[src/rtl/tx_pkg.sv]
// Shared types and constants for the packet transmitter: FSM states, SYNC pattern,
// bit-stuffing limit and the {dplus, dminus} line encodings.
package tx_pkg;

    typedef enum logic [2:0] {
        IDLE,
        GAP,
        SYNC,
        DATA,
        EOP_SE0A,
        EOP_SE0B,
        EOP_J
    } tx_state_e;

    localparam logic [7:0] SYNC_BYTE   = 8'h80;
    localparam int         STUFF_LIMIT = 6;
    localparam int         RUN_W       = 3;

    // Line symbols packed as {dplus, dminus}
    typedef logic [1:0] line_t;
    localparam line_t LINE_J   = 2'b10;
    localparam line_t LINE_K   = 2'b01;
    localparam line_t LINE_SE0 = 2'b00;

    function automatic line_t nrzi_toggle(input line_t l);
        return (l == LINE_J) ? LINE_K : LINE_J;
    endfunction

endpackage

[src/rtl/tx_nrzi_stuff.sv]
// NRZI encoder with bit stuffing: a 0 toggles J/K, a 1 holds; once STUFF_LIMIT ones
// have gone out, the next strobe sends a stuffed 0 and stall tells the caller to hold its bit.
module tx_nrzi_stuff
    import tx_pkg::*;
(
    input  logic clk,
    input  logic n_rst,
    input  logic bit_in,
    input  logic bit_strobe,
    input  logic run_rst,
    output logic dplus,
    output logic dminus,
    output logic stall
);

    logic [RUN_W-1:0] ones_q, ones_d;
    line_t            line_q, line_d;

    assign stall           = (ones_q == RUN_W'(STUFF_LIMIT));
    assign {dplus, dminus} = line_q;

    // run_rst also re-arms the level at J, matching the idle line ahead of SYNC
    always_comb begin
        ones_d = ones_q;
        line_d = line_q;
        if (run_rst) begin
            ones_d = '0;
            line_d = LINE_J;
        end else if (bit_strobe) begin
            if (stall || !bit_in) begin
                ones_d = '0;
                line_d = nrzi_toggle(line_q);
            end else begin
                ones_d = ones_q + 1'b1;
            end
        end
    end

    always_ff @(posedge clk or negedge n_rst) begin
        if (!n_rst) begin
            ones_q <= '0;
            line_q <= LINE_J;
        end else begin
            ones_q <= ones_d;
            line_q <= line_d;
        end
    end

endmodule

[src/rtl/tx_ctrl.sv]
// Packet transmit controller: inter-packet gap, SYNC, byte-wise payload with
// underflow abort, then SE0-SE0-J end of packet. Line state follows the bit strobe.
module tx_ctrl
    import tx_pkg::*;
(
    input  logic       clk,
    input  logic       n_rst,
    input  logic       tx_start,
    input  logic [7:0] tx_data,
    input  logic       tx_valid,
    input  logic       tx_last,
    output logic       tx_ready,
    input  logic       bit_strobe,
    output logic       enable_timer_bits51,
    input  logic       bits51,
    output logic       dplus_out,
    output logic       dminus_out,
    output logic       tx_busy,
    output logic       tx_done,
    output logic       tx_error
);

    tx_state_e  state_q, state_d;
    logic [2:0] bit_idx_q, bit_idx_d;
    logic [7:0] shreg_q, shreg_d;
    logic       last_q, last_d;
    logic       need_q, need_d;
    logic       eop_pend_q, eop_pend_d;
    logic       tx_done_q, tx_done_d;
    logic       tx_error_q, tx_error_d;
    logic       tx_busy_q, tx_busy_d;
    logic       timer_en_q, timer_en_d;

    logic       enc_stb, enc_bit, run_rst, stall;
    logic       enc_dp, enc_dm;
    logic [7:0] cur_byte;
    logic       cur_last;
    line_t      line;

    // A byte may be accepted on the very strobe that starts it, so bit 0 comes straight from tx_data
    assign tx_ready = (state_q == DATA) && need_q && tx_valid;
    assign cur_byte = need_q ? tx_data : shreg_q;
    assign cur_last = need_q ? tx_last : last_q;

    always_comb begin
        state_d    = state_q;
        bit_idx_d  = bit_idx_q;
        shreg_d    = shreg_q;
        last_d     = last_q;
        need_d     = need_q;
        eop_pend_d = eop_pend_q;
        tx_done_d  = 1'b0;
        tx_error_d = 1'b0;
        enc_stb    = 1'b0;
        enc_bit    = 1'b0;
        run_rst    = 1'b0;
        if (tx_ready) begin
            shreg_d = tx_data;
            last_d  = tx_last;
            need_d  = 1'b0;
        end
        unique case (state_q)
            IDLE: if (tx_start) state_d = GAP;
            GAP: begin
                if (bits51) begin
                    state_d   = SYNC;
                    bit_idx_d = '0;
                    run_rst   = 1'b1;
                end
            end
            SYNC: begin
                enc_bit = SYNC_BYTE[bit_idx_q];
                if (bit_strobe) begin
                    enc_stb = 1'b1;
                    if (!stall) begin
                        bit_idx_d = bit_idx_q + 1'b1;
                        if (bit_idx_q == 3'd7) begin
                            state_d    = DATA;
                            need_d     = 1'b1;
                            eop_pend_d = 1'b0;
                        end
                    end
                end
            end
            DATA: begin
                enc_bit = cur_byte[0];
                if (bit_strobe) begin
                    // A pending stuff bit always goes out first, even after the final data bit
                    if (stall) begin
                        enc_stb = 1'b1;
                    end else if (eop_pend_q) begin
                        state_d = EOP_SE0A;
                    end else if (need_q && !tx_valid) begin
                        state_d    = EOP_SE0A;
                        tx_error_d = 1'b1;
                    end else begin
                        enc_stb   = 1'b1;
                        shreg_d   = {1'b0, cur_byte[7:1]};
                        bit_idx_d = bit_idx_q + 1'b1;
                        if (bit_idx_q == 3'd7) begin
                            if (cur_last) eop_pend_d = 1'b1;
                            else          need_d     = 1'b1;
                        end
                    end
                end
            end
            EOP_SE0A: if (bit_strobe) state_d = EOP_SE0B;
            EOP_SE0B: if (bit_strobe) state_d = EOP_J;
            EOP_J: begin
                if (bit_strobe) begin
                    state_d   = IDLE;
                    tx_done_d = 1'b1;
                end
            end
            default: state_d = IDLE;
        endcase
        tx_busy_d  = (state_d != IDLE);
        timer_en_d = (state_d == GAP);
    end

    always_ff @(posedge clk or negedge n_rst) begin
        if (!n_rst) begin
            state_q    <= IDLE;
            bit_idx_q  <= '0;
            shreg_q    <= '0;
            last_q     <= 1'b0;
            need_q     <= 1'b0;
            eop_pend_q <= 1'b0;
            tx_done_q  <= 1'b0;
            tx_error_q <= 1'b0;
            tx_busy_q  <= 1'b0;
            timer_en_q <= 1'b0;
        end else begin
            state_q    <= state_d;
            bit_idx_q  <= bit_idx_d;
            shreg_q    <= shreg_d;
            last_q     <= last_d;
            need_q     <= need_d;
            eop_pend_q <= eop_pend_d;
            tx_done_q  <= tx_done_d;
            tx_error_q <= tx_error_d;
            tx_busy_q  <= tx_busy_d;
            timer_en_q <= timer_en_d;
        end
    end

    tx_nrzi_stuff u_nrzi (
        .clk        (clk),
        .n_rst      (n_rst),
        .bit_in     (enc_bit),
        .bit_strobe (enc_stb),
        .run_rst    (run_rst),
        .dplus      (enc_dp),
        .dminus     (enc_dm),
        .stall      (stall)
    );

    // Every select term is a flop that only moves on a strobe, so the line does too
    always_comb begin
        unique case (state_q)
            SYNC, DATA:         line = {enc_dp, enc_dm};
            EOP_SE0A, EOP_SE0B: line = LINE_SE0;
            default:            line = LINE_J;
        endcase
    end

    assign {dplus_out, dminus_out} = line;
    assign enable_timer_bits51     = timer_en_q;
    assign tx_busy                 = tx_busy_q;
    assign tx_done                 = tx_done_q;
    assign tx_error                = tx_error_q;

endmodule
[config.mk]
export PLATFORM = sky130hd
export DESIGN_NAME = tx_ctrl
export DESIGN_NICKNAME = d
export VERILOG_FILES = /design/src/rtl/tx_pkg.sv /design/src/rtl/tx_nrzi_stuff.sv /design/src/rtl/tx_ctrl.sv
export SDC_FILE = /design/constraint.sdc
export NUM_CORES = 1
export LEC_CHECK = 0
export ABC_AREA = 1
export ABC_CLOCK_PERIOD_IN_PS = 1520
export CAP_MARGIN = 5
export CORE_MARGIN = 2
export CORE_UTILIZATION = 40
export DETAILED_ROUTE_END_ITERATION = 10
export PLACE_DENSITY_LB_ADDON = 0.12
export SETUP_SLACK_MARGIN = 0.05
export SLEW_MARGIN = 20
export SYNTH_ARGS = -nofsm -noshare
export SYNTH_HDL_FRONTEND = slang
export SYNTH_SLANG_ARGS = --single-unit
[constraint.sdc]
create_clock -name clk -period 1.52 [get_ports clk]
set_clock_uncertainty 0.2 [all_clocks]
set_input_delay 0.304 -clock clk [delete_from_list [all_inputs] [get_ports clk]]
set_output_delay 0.304 -clock clk [all_outputs]
set_load 0.01 [all_outputs]
Word-level counts from Yosys, hierarchy flattened
Memory sizes are Yosys's and may differ from the RTL's. Cells that the tools add are included.

Eq/ne operators: 18. Mux-type cells: 74. Reduce and logical (&&, ||, !) cells: 17. Add/subtract/negate cells: 2. Magnitude comparators: 1.

Operator list (number): $mux 3 (22); $mux 8 (7); $mux 1 (34); $pmux 3 s7 (1); $ne 2x2->1 const B (8); $eq 3x3->1 const B (5); $pmux 3 s3 (1); $mux 2 (4); $pmux 1 s2 (4); $reduce_and 8->1 (1); $add 3x1->3 const B (2); $eq 3x1->1 const B (2); $eq 3x2->1 const B (2); $reduce_and 6->1 (1); $reduce_bool 2->1 (3); $reduce_bool 3->1 (2); $lt 3x4->1 const B (1); $pmux 2 s2 (1); $reduce_or 2->1 (2); $logic_and 1x1->1 (3); $logic_not 3->1 (1); $eq 2x2->1 const B (1); $logic_not 1->1 (2); $reduce_and 2->1 (1); $logic_or 1x1->1 (1).

Memories kept: 1. Memory bits (read-only): 8. Bits in registers: 26. Input port bits: 15. Logic and storage cells: 125.

Memories: (name not given) (depth 8, bits a word 1, read ports 1, clocked after Yosys merged registers in 0, wr ports 0, RTL line tx_ctrl.sv:72) `enc_bit = SYNC_BYTE[bit_idx_q];`.

Longest topological paths before layout
Word-level depth: 11. Depth in mapped cells: 10. Depth with buffers taken out: 10.

Cells and area by module
Synthesis repeated with hierarchy kept, for this count alone.

Cell total of the unflattened synthesis: 235. Area total of the unflattened synthesis: 1700.4 sq um.

Modules (own cells, without submodules): tx_ctrl (seq. area each 525.5 sq um, instances 1, cells an instance 196, area each 1413.9 sq um); tx_nrzi_stuff (seq. area each 126.4 sq um, instances 1, cells an instance 39, area each 286.5 sq um).

Worst setup path before layout
Ideal clock, no wire load.

Path type: reg2reg. Start point: register bit_idx_q[0]. End point: register tx_busy_q, in the netlist tx_busy. Setup time: 0.120 ns. Clock period less this slack: 1.616 ns. Arrival: 1.297 ns. Path buffers: 0. Setup slack: -0.096 ns. Stages on the path, launching flop included: 9. Cells stage by stage: dfrtp_1 > ha_1 > ha_1 > o21ai_0 > nor2_2 > nand2_1 > nand2_1 > nor2_1 > nand2_1.

Word-level cells in the longest chain between the ends: 6.

Ends and longest elaborated chain: start: declaration (RTL line tx_ctrl.sv:24) `logic [2:0] bit_idx_q, bit_idx_d;`; start signal: assignment (RTL line tx_ctrl.sv:135) `bit_idx_q <= bit_idx_d;`; $eq 3x3->1 (RTL line tx_ctrl.sv:77) `if (bit_idx_q == 3'd7) begin`; $mux 3 (RTL line tx_ctrl.sv:77); $mux 3 (RTL line tx_ctrl.sv:75) `if (!stall) begin`; $mux 3 (RTL line tx_ctrl.sv:73) `if (bit_strobe) begin`; $pmux 3 s7 (RTL line tx_ctrl.sv:62) `unique case (state_q)`; $reduce_bool 3->1 (RTL line tx_ctrl.sv:117) `tx_busy_d = (state_d != IDLE);`; net tx_busy_d (RTL line tx_ctrl.sv:31) `logic tx_busy_q, tx_busy_d;`; end signal: assignment (RTL line tx_ctrl.sv:142) `tx_busy_q <= tx_busy_d;`; end: declaration (RTL line tx_ctrl.sv:31).

The timed path passes the listed nets, and every way through them passes these cells. A chain may end at the register's enable or synchronous reset.

Final worst setup path
Start point: register state_q[2]. End point: output tx_ready.

Word-level cells in the longest chain between the ends: 3.

Ends and longest elaborated chain: start: declaration (RTL line tx_ctrl.sv:23) `tx_state_e state_q, state_d;`; start signal: assignment (RTL line tx_ctrl.sv:134) `state_q <= state_d;`; $eq 3x2->1 (RTL line tx_ctrl.sv:41) `assign tx_ready = (state_q == DATA) && need_q && tx_valid;`; $logic_and 1x1->1 (2 in series) (RTL line tx_ctrl.sv:41); end: declaration (RTL line tx_ctrl.sv:12) `output logic tx_ready,`.

Every way passes these cells.

==> impl_metrics.yaml <==
run_status:
  status: "finished with violations"
  violations: "setup timing"
pwr:
  p_seq_share_pct: 25.0
  power.leakage_nw: 1.329
  cell_internal_pwr_w: 0.002558
  p_clk_share_pct: 10.3
  irDropWorstVdd_mv: 0.9588
  power_w: 0.004539
  power.density_nw_per_um2: 1749
  combPwrFrac_pct: 64.7
  switchingPower_w: 0.001981
  switching_share_pct: 43.64
placed_design:
  dp_hpwl_mm: 2.856
  portBuffers: 21
  dp_cells: 330
  gp_congestion: 0.8145
timing:
  worstMarginPinSlew_ns: 0.3393
  fmax_mhz: 596.2
  hold_ws_ns: 0.1757
  hold_viol_final: 0
  drv_slew: 0
  slew_headroom_pct: 77.38
  final.setup.worst_slack_ns: -0.1572
  period_minus_slack_ns: 1.677
  setup_viol: 23
  rsz0062_at_grt: "yes"
  finalCritPeriodShare_pct: 110.3
layout:
  final_nets: 311
  fillers: 336
  drive_gt1_share_pct: 39.52
  multi_input_area_sq_um: 1076
  area_delta_synth_final_pct: 58.20
  n_antenna_cell: 0
  stdcell_count: 341
  seq_area_sq_um: 651.9
synthesis:
  synth_warnings: 0
  seq_area_frac_synth_pct: 39.74
  synth_ff_type: "dfrtp_1"
  yosysTopAreaCellShare_pct: 38.14
  syn-instance-count: 226
  synth_common_cells: "nand2_1, inv_1, nand3_1"
  synth_enable_flop_cells: 0
  synth_most_common_cell: "nand2_1"
  ys_top_cells_by_area: "dfrtp_1, nand2_1, nand3_1, inv_1, o21ai_0"
  synth_area_sq_um: 1640
  syn_nets: 245
  yosysTopAreaCell: "dfrtp_1"
  yosysUniqueCellTypes: 31
  postSynthAreaPerCell_sq_um: 7.258
  ys_ff_latch: 26
  async_flop_share_pct: 100.0
grt:
  grt_overflow_total: 0
  grt_pass1_wl_mm: 6.893
  grt_max_degree: 27
  grt_pass1_vias: 1500
  grt_usage_pct: 19.83
  antenna_found_initial: 0
critical_path:
  startpoint_type: "flop"
  r2r_start: "state_q[2]"
  critPathLaunch: "state_q[2]"
  crit_fanout: 2
  critical_path_class: "flop to output port"
  endpoint_kind: "output port"
  critPathArrivalTime_ns: 1.17
  reg2regPathDepth: 7
  cp.required_ns: 1.02
drt:
  vias: 1658
  ant_nets: 0
  avgRoutedWirePerCell_um: 12.36
  drt_iter0_markers: 59
  drt_pass1_iterations: 4
  drc_errors: 0
  viasPerCell: 4.862
  routed_wl_mm: 4.214
hold_path:
  hold_class: "primary input to async pin"
clock_network:
  cts_root_buf: "clkbuf_8"
  cts_tree: "yes"
  cts_sinks: 26
  cts_hold_buf: 0
  clock_latency_ns: 0.27
  cts_max_level: 1
  cts-buffers-inserted: 3
  clk_pin_slew_worst_paths_ns: 0.10
  cts_buffer_depth: 2
floorplanning:
  num_rows: 23
  core-area_sq_um: 3971
  die_x_um: 68.04
  initial_core_util_pct: 41.30
  die_h_um: 68.04
  die_area_sq_um: 4629
  ios: 22
run:
  max-cap-violations: 0
## layer usage
layer  global-route usage [%]  share of wire [%]
met2                    32.16                 48
met4                    5.250                1.4
met5                        0                  0
met1                    27.30                 47
met3                    3.454                3.1
## area by class of cell
class                   instances  share of cell area (%)
multi-input cells             160                   41.47
flip-flops and latches         26                   25.12
repair buffers                 66                   23.24
inverters                      35                   5.641
well taps                      50                   2.411
clock buffers                   4                   2.122
## cells in the final DEF, fill, tap and decap left out, types with 2 or more instances in the layout
cell             count
nand2_4              4
clkdlybuf4s50_1     13
nand3_1             15
o21ai_1              2
ha_4                 3
nor2_1               9
nand4_1              5
clkbuf_8             4
nor2_2               6
nand2_2             10
nor2_4               5
nand2_1             59
dfrtp_1             25
nand3_2             15
dlygate4sd2_1        5
buf_12               2
buf_6               13
nand3b_1             2
buf_2                2
inv_2                5
nand3_4              5
inv_1               27
o21ai_0             10
buf_4               31
## worst max-delay path: stages, from the launching register on
cell	delay, ns
dfrtp_1	0.41
buf_6	0.14
nor2_4	0.10
nand3_2	0.08
inv_2	0.08
buf_6	0.09
## stage by stage
step                      cell area, sq um  utilization, %  TNS (ns)  setup slack (ns)
after detailed placement              2208           55.61    -8.961           -0.4698
final                                 2595           65.34    -1.626           -0.1572
after global placement                2208           55.61    -8.322           -0.4721
after floorplan                       1659               -         0           0.01258
after global routing                  2595           65.34    -3.319           -0.2310
after CTS                             2460           61.94    -1.387           -0.1608
## kinds of logic after synthesis
group           Yosys count  synth area share, %
flops                    26                39.74
simple gates            138                40.50
xor+xnor                  1               0.5340
buf+inv                  40                10.37
compound gates           17                5.797
fa+ha+maj                 4                3.051
## power by group through the flow
| stage | clock (W) | combinational, W | sequential (W) |
|---|---|---|---|
| final | 0.000469 | 0.00294 | 0.00113 |
| after global routing | 0.000498 | 0.00326 | 0.00116 |
| after CTS | 0.000475 | 0.00264 | 0.00112 |
| after detailed placement | 0 | 0.00227 | 0.00114 |
| after global placement | 0 | 0.00224 | 0.00113 |
| after floorplan | 0 | 0.00132 | 0.00116 |
## state kept, by name (all words and copies together), names as in the netlist
register             flops
tx_busy                  1
last_q                   1
bit_idx_q                3
shreg_q                  8
eop_pend_q               1
tx_done                  1
enable_timer_bits51      1
tx_error                 1
u_nrzi.line_q            2
u_nrzi.ones_q            3
state_q                  3
need_q                   1
## repair_timing
action,in CTS,in global routing
setup buffers,5,3
pin swaps,15,17
gates resized for setup,60,29
setup endpoints to repair,29,26
## path summary, 6_finish.rpt
kind	endpoint	slack, ns
max reg2reg	eop_pend_q	-0.12
max in group asynchronous	u_nrzi.line_q[1]	0.71
min	state_q[1]	0.18
min in group clk	u_nrzi.line_q[0]	0.28
min reg2reg	u_nrzi.line_q[0]	0.28
max	tx_ready	-0.16
Power figures use the tool's default switching activity.
